<file path="src/rtl/uart_pkg.sv">
// Shared definitions for the UART transmit path: FSM encoding, line levels
// and a counter-width helper reusable by a future receiver.
package uart_pkg;

    typedef enum logic [2:0] {
        IDLE   = 3'd0,
        FETCH  = 3'd1,
        START  = 3'd2,
        DATA   = 3'd3,
        PARITY = 3'd4,
        STOP   = 3'd5
    } uart_state_e;

    localparam logic TX_IDLE_LEVEL = 1'b1;
    localparam logic START_LEVEL   = 1'b0;
    localparam logic STOP_LEVEL    = 1'b1;

    // At least one bit, even for a modulus of 1.
    function automatic int unsigned cnt_width(input int unsigned n);
        return (n > 1) ? $clog2(n) : 1;
    endfunction

endpackage

</file>
<file path="src/rtl/uart_baud_cnt.sv">
// Modulo-clks_per_bit baud counter; bit_tick_o marks the last cycle of a bit.
module uart_baud_cnt
    import uart_pkg::*;
#(
    parameter int unsigned clks_per_bit = 16
) (
    input  logic clk_i,
    input  logic reset_i,
    input  logic clear_i,
    input  logic en_i,
    output logic bit_tick_o
);

    localparam int unsigned CNT_W = cnt_width(clks_per_bit);
    localparam logic [CNT_W-1:0] TERMINAL = CNT_W'(clks_per_bit - 1);

    logic [CNT_W-1:0] cnt_q, cnt_d;

    always_comb begin
        cnt_d = cnt_q;
        if (clear_i) begin
            cnt_d = '0;
        end else if (en_i) begin
            cnt_d = (cnt_q == TERMINAL) ? '0 : cnt_q + CNT_W'(1);
        end
    end

    assign bit_tick_o = en_i && !clear_i && (cnt_q == TERMINAL);

    // NOTE: sequential state uses non-blocking assignments only, so every
    // flop samples the pre-edge value of every other flop.
    always_ff @(posedge clk_i or negedge reset_i) begin
        if (!reset_i) begin
            cnt_q <= '0;
        end else begin
            cnt_q <= cnt_d;
        end
    end

endmodule

</file>
<file path="src/rtl/fifo_uart_tx.sv">
// FIFO-fed UART transmitter: pops one byte per frame and shifts it out as
// start, data LSB first, optional even parity, stop. All outputs registered.
module fifo_uart_tx
    import uart_pkg::*;
#(
    parameter int unsigned width        = 8,
    parameter int unsigned clks_per_bit = 16,
    parameter bit          parity_en    = 1'b0
) (
    input  logic             clk_i,
    input  logic             reset_i,
    input  logic             enable_i,
    input  logic [width-1:0] fifo_dout_i,
    input  logic             fifo_empty_i,
    output logic             fifo_rd_en_o,
    output logic             tx_o,
    output logic             busy_o
);

    localparam int unsigned IDX_W = cnt_width(width);
    localparam logic [IDX_W-1:0] LAST_BIT = IDX_W'(width - 1);

    uart_state_e      state_q, state_d;
    logic [IDX_W-1:0] bit_idx_q, bit_idx_d;
    logic [width-1:0] shift_q, shift_d;
    logic             parity_q, parity_d;
    logic             tx_q, tx_d;
    logic             rd_en_q, rd_en_d;
    logic             busy_q, busy_d;
    logic             baud_run;
    logic             bit_tick;

    assign baud_run = (state_q == START) || (state_q == DATA) ||
                      (state_q == PARITY) || (state_q == STOP);

    uart_baud_cnt #(
        .clks_per_bit(clks_per_bit)
    ) u_baud_cnt (
        .clk_i     (clk_i),
        .reset_i   (reset_i),
        .clear_i   (!baud_run),
        .en_i      (baud_run),
        .bit_tick_o(bit_tick)
    );

    // NOTE: every variable gets its default before the case, so no path can
    // leave one unassigned and infer a latch.
    always_comb begin
        state_d   = state_q;
        bit_idx_d = bit_idx_q;
        shift_d   = shift_q;
        parity_d  = parity_q;

        unique case (state_q)
            IDLE: begin
                if (rd_en_q) state_d = FETCH;
            end
            FETCH: begin
                shift_d  = fifo_dout_i;
                parity_d = ^fifo_dout_i;
                state_d  = START;
            end
            START: begin
                if (bit_tick) state_d = DATA;
            end
            DATA: begin
                if (bit_tick) begin
                    shift_d = shift_q >> 1;
                    if (bit_idx_q == LAST_BIT) begin
                        bit_idx_d = '0;
                        state_d   = parity_en ? PARITY : STOP;
                    end else begin
                        bit_idx_d = bit_idx_q + IDX_W'(1);
                    end
                end
            end
            PARITY: begin
                if (bit_tick) state_d = STOP;
            end
            STOP: begin
                if (bit_tick) state_d = IDLE;
            end
            default: state_d = IDLE;
        endcase
    end

    // Outputs are derived from the next state so the registered line and
    // strobe line up with the state they belong to; the pop strobe is raised
    // in the IDLE cycle that immediately precedes FETCH.
    always_comb begin
        rd_en_d = (state_d == IDLE) && enable_i && !fifo_empty_i;
        busy_d  = rd_en_d || (state_d != IDLE);
        tx_d    = TX_IDLE_LEVEL;
        unique case (state_d)
            START:   tx_d = START_LEVEL;
            DATA:    tx_d = shift_d[0];
            PARITY:  tx_d = parity_d;
            STOP:    tx_d = STOP_LEVEL;
            default: tx_d = TX_IDLE_LEVEL;
        endcase
    end

    always_ff @(posedge clk_i or negedge reset_i) begin
        if (!reset_i) begin
            state_q   <= IDLE;
            bit_idx_q <= '0;
            shift_q   <= '0;
            parity_q  <= 1'b0;
            tx_q      <= TX_IDLE_LEVEL;
            rd_en_q   <= 1'b0;
            busy_q    <= 1'b0;
        end else begin
            state_q   <= state_d;
            bit_idx_q <= bit_idx_d;
            shift_q   <= shift_d;
            parity_q  <= parity_d;
            tx_q      <= tx_d;
            rd_en_q   <= rd_en_d;
            busy_q    <= busy_d;
        end
    end

    assign fifo_rd_en_o = rd_en_q;
    assign tx_o         = tx_q;
    assign busy_o       = busy_q;

endmodule

</file>
<file path="config.mk">
export PLATFORM = sky130hd
export DESIGN_NAME = fifo_uart_tx
export DESIGN_NICKNAME = d
export VERILOG_FILES = /design/src/rtl/uart_pkg.sv /design/src/rtl/uart_baud_cnt.sv /design/src/rtl/fifo_uart_tx.sv
export SDC_FILE = /design/constraint.sdc
export NUM_CORES = 1
export LEC_CHECK = 0
export ABC_AREA = 1
export CAP_MARGIN = 5
export CELL_PAD_IN_SITES_DETAIL_PLACEMENT = 0
export CELL_PAD_IN_SITES_GLOBAL_PLACEMENT = 1
export CORE_UTILIZATION = 44
export DETAILED_ROUTE_END_ITERATION = 10
export DONT_BUFFER_PORTS = 1
export GPL_TIMING_DRIVEN = 0
export PLACE_DENSITY = 0.87
export SYNTH_ARGS = -nofsm -noshare
export SYNTH_HDL_FRONTEND = slang
export SYNTH_SLANG_ARGS = --single-unit
</file>
<file path="constraint.sdc">
create_clock -name clk_i -period 2.22 [get_ports clk_i]
set_input_delay 0.444 -clock clk_i [delete_from_list [all_inputs] [get_ports clk_i]]
set_output_delay 0.444 -clock clk_i [all_outputs]
set_load 0.02 [all_outputs]
</file>
-- Yosys cells after proc, flatten, opt, wreduce, memory -nomap -nowiden
Index checks and enable logic that the tools add are counted.
- flip-flop bits (word level): 22
- input port bits: 12
- output and inout port bits: 3
- word-level logic and storage cells: 51
- $add $sub $neg: 2
- equal/unequal tests: 11
- mux-type cells: 14
- reduce and logical (&&, ||, !) cells: 15
- operator list (kind ; count):
    3-bit two-way mux ; 7
    3-bit one-hot mux with 6 select lines ; 1
    8-bit one-hot mux with 2 select lines ; 1
    3-bit by 2-bit equality test with 1-bit output, second input constant ; 4
    3-bit equality test, second input constant ; 4
    4-bit two-way mux ; 2
    8-bit two-way mux ; 1
    8-bit XOR reduction ; 1
    3-bit logical NOT ; 2
    4-bit by 1-bit adder with 4-bit output, second input constant ; 1
    4-bit equality test, second input constant ; 1
    1-bit logical OR ; 4
    2-bit AND reduction ; 2
    3-bit by 1-bit adder with 3-bit output, second input constant ; 1
    3-bit by 1-bit equality test with 1-bit output, second input constant ; 1
    1-bit logical AND ; 3
    1-bit one-hot mux with 3 select lines ; 1
    3-bit nonzero test ; 1
    2-bit != test, second input constant ; 1
    2-bit nonzero test ; 1
    1-bit logical NOT ; 1
    1-bit two-way mux ; 1

-- Longest topological paths before layout
Gate-level depths: netlist (run 1).
- depth in word-level cells: 11
- mapped depth: 13
- mapped depth without buffers: 13

-- Cells and area by module
From an unflattened synthesis (run 1), not the netlist that was laid out.
- cell total of the unflattened synthesis: 199
- area, all modules: 1420.1 sq um
- by module, submodules not included (module ; instances ; cells each ; area each (sq um) ; sequential area each (sq um)):
    fifo_uart_tx ; 1 ; 171 ; 1189.9 ; 451.7
    uart_baud_cnt ; 1 ; 28 ; 230.2 ; 100.1

-- Worst setup path before layout (run 1)
Ideal clock, no wire load.
- path kind: register to register
- start point: register state_q[1]
- end point: register shift_q[3]
- setup time: 0.137 ns
- arrival time: 1.492 ns
- required time: 2.083 ns
- path slack: 0.591 ns
- cell stages (with the launch flop): 9
- path buffers: 0
- clock period less this slack: 1.629 ns
- path through: dfrtp_1 ha_1 nand4_1 nor2_4 inv_2 nand2_2 inv_2 nand2_1 o221ai_1
- cells in the longest elaborated chain, start to end: 7
- elaborated cells between the ends (all ways): 13
- those cells by class: eq/ne: 6; mux: 1; reduce/logical: 6
- RTL lines (element ; line ; text):
    start, declared ; fifo_uart_tx.sv:23 ; uart_state_e state_q, state_d;
    start signal, assigned ; fifo_uart_tx.sv:113 ; state_q <= state_d;
    3-bit by 2-bit equality test with 1-bit output (on tied branches) ; fifo_uart_tx.sv:33, fifo_uart_tx.sv:54 ;
    1-bit logical OR (2 in series) ; fifo_uart_tx.sv:33 ; assign baud_run = (state_q == START) || (state_q == DATA) ||
    1-bit logical OR ; fifo_uart_tx.sv:34 ; (state_q == PARITY) || (state_q == STOP);
    1-bit logical AND ; uart_baud_cnt.sv:28 ; assign bit_tick_o = en_i && !clear_i && (cnt_q == TERMINAL);
    2-bit != test (no line) ; - ;
    2-bit AND reduction (no line) ; - ;
    end signal, assigned ; fifo_uart_tx.sv:115 ; shift_q <= shift_d;
    end, declared ; fifo_uart_tx.sv:25 ; logic [width-1:0] shift_q, shift_d;
Parallel ways exist; a longest one is shown, timed or not.
A chain may end at the register's enable or synchronous reset.

-- Final worst setup path (run 1)
- start point: register state_q[1]
- end point: register shift_q[1]
The elaborated chain is that of the path after synthesis.

==> results.py, run 1 <==
metrics = {
    "setup_path": {
        "end_kind": "flop",
        "cp_data_required_time_ps": 2400,
        "critPathLaunchType": "flop",
        "worstPathMaxFanout": 9,
        "r2r_slack_ps": 310,
        "rr_worst_depth": 8,
        "cp.arrival_ps": 2080,
        "critPathKind": "reg -> reg",
        "r2r_end": "shift_q[1]$_DFFE_PN0P_",
        "reg2reg_from": "state_q[1]$_DFF_PN0_",
    },
    "finish": {
        "n_antenna_cell": 0,
        "num-fill-cells": 297,
        "multiInputGateArea_sq_um": 606,
        "area_delta_synth_final_pct": 6.56,
        "final_nets": 207,
        "drive_above_1_share_pct": 10.5,
        "regArea_sq_um": 552,
    },
    "route": {
        "drc_errors": 0,
        "first_pass_iters": 4,
        "num_vias": 1096,
        "finalWirelength_um": 2330,
        "antenna_left": 0,
        "dr.first_iter.drc_count": 32,
        "viasPerCell": 4.96,
        "post_drt_wl_per_cell_um": 10.5,
    },
    "clock_tree": {
        "cts_sinks": 22,
        "clk_latency_ps": 300,
        "path_clk_slew_ps": 110,
        "cts_tree": "done",
        "clockBufferDepth": 2,
        "post_cts_resized": 0,
        "htree_levels": 1,
        "clockRootBuffer": "clkbuf_4",
        "cts_setup_buffers": 0,
        "cts_buffers": 3,
        "hold_buffers": 1,
    },
    "global_route": {
        "grt_max_degree": 23,
        "antenna_found_initial": 0,
        "grt_remaining_overflow": 0,
        "grt_pass1_vias": 1088,
        "grtUsageTotal_pct": 17.5,
        "grt_pass1_wl_um": 4330,
    },
    "yosys": {
        "yosysWarnings": 0,
        "ys_ff_latch": 22,
        "syn-num-nets": 201,
        "synth-edff-count": 0,
        "synthTopCellsByCount": "nand2_1 (66), inv_1 (32), dfrtp_1 (21), nor2_1 (21), nand3_1 (7)",
        "synth.largest_area_cell": "dfrtp_1",
        "synthCells": 185,
        "synth_area_sq_um": 1300,
        "synth-main-ff-cell": "dfrtp_1",
        "syn_avg_cell_area_sq_um": 7.01,
        "yosysTopAreaCellShare_pct": 40.5,
        "yosysUniqueCellTypes": 24,
        "synth.most_common_cell": "nand2_1",
        "seq_area_frac_synth_pct": 42.6,
        "async_flop_share_pct": 100,
        "synth_area_leaders": "dfrtp_1 (41%), nand2_1 (19%), inv_1 (9.3%), nor2_1 (6.1%), ha_1 (3.9%)",
    },
    "worst_hold_path": {
        "holdPathStages": 1,
        "min_from": "fifo_empty_i",
        "min_to": "fifo_rd_en_o$_DFF_PN0_",
        "hp-class": "in -> reg",
    },
    "floorplan": {
        "dieHeight_um": 56.3,
        "core_area_sq_um": 2780,
        "dieArea_sq_um": 3170,
        "io_pins": 15,
        "die_w_um": 56.3,
        "start_util_pct": 46.6,
        "rows": 19,
    },
    "timing": {
        "rsz0062_at_grt": "false",
        "period_share_pct": 85.8,
        "worst_pin_slew_ps": 973,
        "slew_violations": 0,
        "setup_viol": 0,
        "skew_ps": 5.07,
        "max-slew-margin-rel_pct": 34.9,
        "finalWorstPathRequiredPeriod_ps": 1910,
        "fin_setup_tns_ps": 0,
        "finalHoldViolations": 0,
        "fmax_ghz": 0.525,
    },
    "placed_design": {
        "gp_congestion": 0.879,
        "portBuffers": 0,
        "dpl.hpwl_um": 1890,
    },
    "power_and_ir_drop": {
        "power_density_nw_per_um2": 933,
        "power_uw": 1290,
        "cellLeakagePower_uw": 0.000808,
        "irDropWorstVdd_uv": 516,
    },
    "run_status": {
        "status": "finished clean",
    },
    "flow_run": {
        "max_cap_viol_count": 0,
    },
}
routing by layer:
| metal | global-route usage, % | share of wire [%] |
|---|---|---|
| met1 | 20.6 | 45 |
| met2 | 31.5 | 50 |
| met3 | 1.84 | 2.8 |
| met4 | 8.36 | 2.1 |
| met5 | 0 | 0 |
final cells by class:
| type | count | area share [%] |
|---|---|---|
| Tap cell | 31 | 2.81 |
| Clock buffer | 4 | 2.63 |
| Sequential cell | 22 | 39.9 |
| Inverter | 37 | 10.1 |
| Timing Repair Buffer | 1 | 0.725 |
| Multi-Input combinational cell | 126 | 43.8 |
cell usage in the layout (no fill, tap or decap):
master,count
a21oi_1,1
a22oi_1,1
clkbuf_4,3
clkbuf_8,1
dfrtp_1,21
dfstp_2,1
dlygate4sd3_1,1
ha_1,4
inv_1,32
inv_2,5
nand2_1,66
nand2_2,5
nand3_1,7
nand3_2,1
nand4_1,1
nor2_1,21
nor2_2,1
nor2_4,1
nor3_1,1
o211ai_1,3
o21a_1,1
o21ai_0,5
o21ai_2,1
o221ai_1,3
o22ai_1,1
or2_2,1
xor2_1,1
cell families after synthesis:
logic type | Yosys count | synth area share, %
AOI/OAI and AO/OA | 16 | 8.40
xor gates and xnor gates | 1 | 0.676
adders and majority gates | 4 | 3.86
buffers and inverters | 37 | 10.7
DFF | 22 | 42.6
and+or+nand+nor | 105 | 33.8
per-stage QoR:
stage / utilization [%] / instance area [sq um] / hold WS (ps) / setup slack (ps) / cells
finish: 49.7 / 1380 / 204 / 315 / 221
global route: 49.7 / 1380 / 185 / 145 / 221
CTS: 49.7 / 1380 / 189 / 294 / 221
detailed placement: 48.0 / 1340 / 149 / 308 / 216
global placement: 48.0 / 1340 / 149 / 341 / 216
floorplan: - / 1300 / 148 / 591 / 185
registers in the layout, summed over array words and instances (netlist names):
register and flops:
busy_o 1, tx_o 1, shift_q 8, state_q 3, u_baud_cnt.cnt_q 4, fifo_rd_en_o 1
parity_q 1, bit_idx_q 3
where the power goes:
group	switching, uW	internal (uW)
sequential	98.6	557
clock	113	100
combinational	246	173
total	458	831
how the worst max path moves through the flow:
stage	cells after the start	to	slack, ps	startpoint
floorplan	8	shift_q[3]$_DFFE_PN0P_	590	state_q[1]$_DFF_PN0_
global placement	8	shift_q[1]$_DFFE_PN0P_	340	state_q[1]$_DFF_PN0_
detailed placement	8	shift_q[1]$_DFFE_PN0P_	310	state_q[1]$_DFF_PN0_
CTS	8	shift_q[1]$_DFFE_PN0P_	290	state_q[1]$_DFF_PN0_
global route	8	shift_q[1]$_DFFE_PN0P_	140	state_q[1]$_DFF_PN0_
finish	8	shift_q[1]$_DFFE_PN0P_	310	state_q[1]$_DFF_PN0_
critical path: stages, from the launching register on:
cell and delay, ps:
dfrtp_1 470, ha_1 380, nand4_1 210, nor2_4 260
inv_2 120, nand2_2 120, inv_2 60, nand2_1 60
o221ai_1 110
No activity file was read; power rests on OpenSTA's default activity.
==> inputs of run 2 (changes only) <==
Settings changed: CORE_UTILIZATION 44 to 45, PLACE_DENSITY 0.87 to 0.88.
Clock period 2.22 ns to 2.3 ns, I/O delays scaled along.
==> results.py, run 2 (synthesis results as in run 1) <==
metrics = {
    "floorplan": {
        "start_util_pct": 47.4,
        "rows": 19,
        "die_w_um": 55.7,
        "core_area_sq_um": 2730,
        "dieHeight_um": 55.7,
        "io_pins": 15,
        "dieArea_sq_um": 3100,
    },
    "timing": {
        "fin_setup_tns_ps": 0,
        "max-slew-margin-rel_pct": 36.7,
        "skew_ps": 6.31,
        "slew_violations": 0,
        "worst_pin_slew_ps": 946,
        "rsz0062_at_grt": "false",
        "setup_viol": 0,
        "period_share_pct": 84.2,
        "finalWorstPathRequiredPeriod_ps": 1940,
        "finalHoldViolations": 0,
        "fmax_ghz": 0.516,
    },
    "setup_path": {
        "path_delay_family": "simple AND/OR/NAND/NOR gates",
        "cp.arrival_ps": 2130,
        "cp_data_required_time_ps": 2490,
        "end_kind": "flop",
        "cpPeakStageDelay_ps": 480,
        "crit_top_cell": "inv_2",
        "slowest_stage": "dfrtp_1",
        "path_cells": "ha_1 > nand4_1 > nor2_4 > inv_2 > nand2_2 > inv_2 > nand2_1 > o221ai_1",
        "worstPathMaxFanout": 9,
        "critPathLaunchType": "flop",
        "crit_buf_inv": 2,
        "critPathKind": "reg -> reg",
    },
    "finish": {
        "top_register": "shift_q",
        "final_cell_mix": "nand2_1 (66), inv_1 (32), nor2_1 (21), dfrtp_1 (21), nand3_1 (7)",
        "final_nets": 207,
        "drive_above_1_share_pct": 10.5,
        "final_util_pct": 50.5,
        "design_area_sq_um": 1380,
        "mostFrequentLayoutCell": "nand2_1",
        "largestRegisters": "shift_q (8), u_baud_cnt.cnt_q (4)",
        "n_antenna_cell": 0,
        "area_delta_synth_final_pct": 6.56,
        "largest_register_ffs": 8,
        "num-fill-cells": 271,
    },
    "run_status": {
        "status": "finished clean",
    },
    "clock_tree": {
        "path_clk_slew_ps": 120,
        "cts_tree": "done",
        "cts_sinks": 22,
        "post_cts_resized": 0,
        "clockRootBuffer": "clkbuf_4",
        "htree_levels": 1,
        "clk_latency_ps": 300,
        "clockBufferDepth": 2,
        "cts_buffers": 3,
    },
    "power_and_ir_drop": {
        "irDropWorstVdd_uv": 499,
        "cellLeakagePower_uw": 0.000808,
        "power_density_nw_per_um2": 900,
        "power_uw": 1240,
    },
    "placed_design": {
        "portBuffers": 0,
        "dpl.hpwl_um": 1820,
        "gp_congestion": 0.854,
        "placed_cell_area_sq_um": 1340,
    },
    "route": {
        "post_drt_wl_per_cell_um": 10.2,
        "first_pass_iters": 4,
        "viasPerCell": 4.90,
        "num_vias": 1082,
        "antenna_left": 0,
        "drc_errors": 0,
        "dr.first_iter.drc_count": 41,
        "finalWirelength_um": 2260,
    },
    "global_route": {
        "grt_pass1_vias": 1097,
        "antenna_found_initial": 0,
        "grt_pass1_wl_um": 4460,
        "grt_max_degree": 23,
        "grt_remaining_overflow": 0,
        "grtUsageTotal_pct": 18.0,
    },
    "worst_hold_path": {
        "hp-class": "in -> reg",
    },
    "flow_run": {
        "max_cap_viol_count": 0,
    },
}
run 2: path summary, 6_finish.rpt:
check                                              start                            end  slack, ps  cells past startpoint
max                                 state_q[1]$_DFF_PN0_         shift_q[3]$_DFFE_PN0P_        360                      8
min                                         fifo_empty_i         fifo_rd_en_o$_DFF_PN0_        200                      1
max reg2reg                         state_q[1]$_DFF_PN0_         shift_q[3]$_DFFE_PN0P_        360                      8
min reg2reg                u_baud_cnt.cnt_q[0]$_DFF_PN0_  u_baud_cnt.cnt_q[0]$_DFF_PN0_        470                      1
max in group asynchronous                        reset_i         shift_q[4]$_DFFE_PN0P_        990                      1
min in group asynchronous                        reset_i         shift_q[3]$_DFFE_PN0P_        740                      1
run 2: final cells by class:
class | instances | area [sq um] | area share [%]
multi-input cells | 126 | 606 | 43.8
well taps | 31 | 38.8 | 2.81
clock buffers | 4 | 36.3 | 2.63
repair buffers | 1 | 10.0 | 0.725
flip-flops and latches | 22 | 552 | 39.9
inverters | 37 | 139 | 10.1
run 2: what timing repair did:
action	4_1_cts	5_1_grt
hold buffers	1	0
hold endpoints to repair	22	0
buffers inserted	0	0
run 2: layer usage:
layer / track usage, % / share of wire (%)
met4: 7.50 / 1.9
met2: 33.0 / 49
met5: 0 / 0
met3: 2.09 / 3.6
met1: 21.2 / 46
run 2: stage by stage:
step                      std cells  setup slack (ps)  hold WS (ps)
after floorplan                 185               671           164
after global placement          216               410           165
after detailed placement        216               407           165
after CTS                       221               375           195
after global routing            221               234           187
final                           221               364           203
run 2: where the power goes:
group | total, uW | switching [uW] | leakage, uW | internal (uW)
Clock | 207 | 110 | 0.0000210 | 96.6
Combinational | 402 | 236 | 0.000527 | 167
Sequential | 635 | 96.4 | 0.000260 | 538
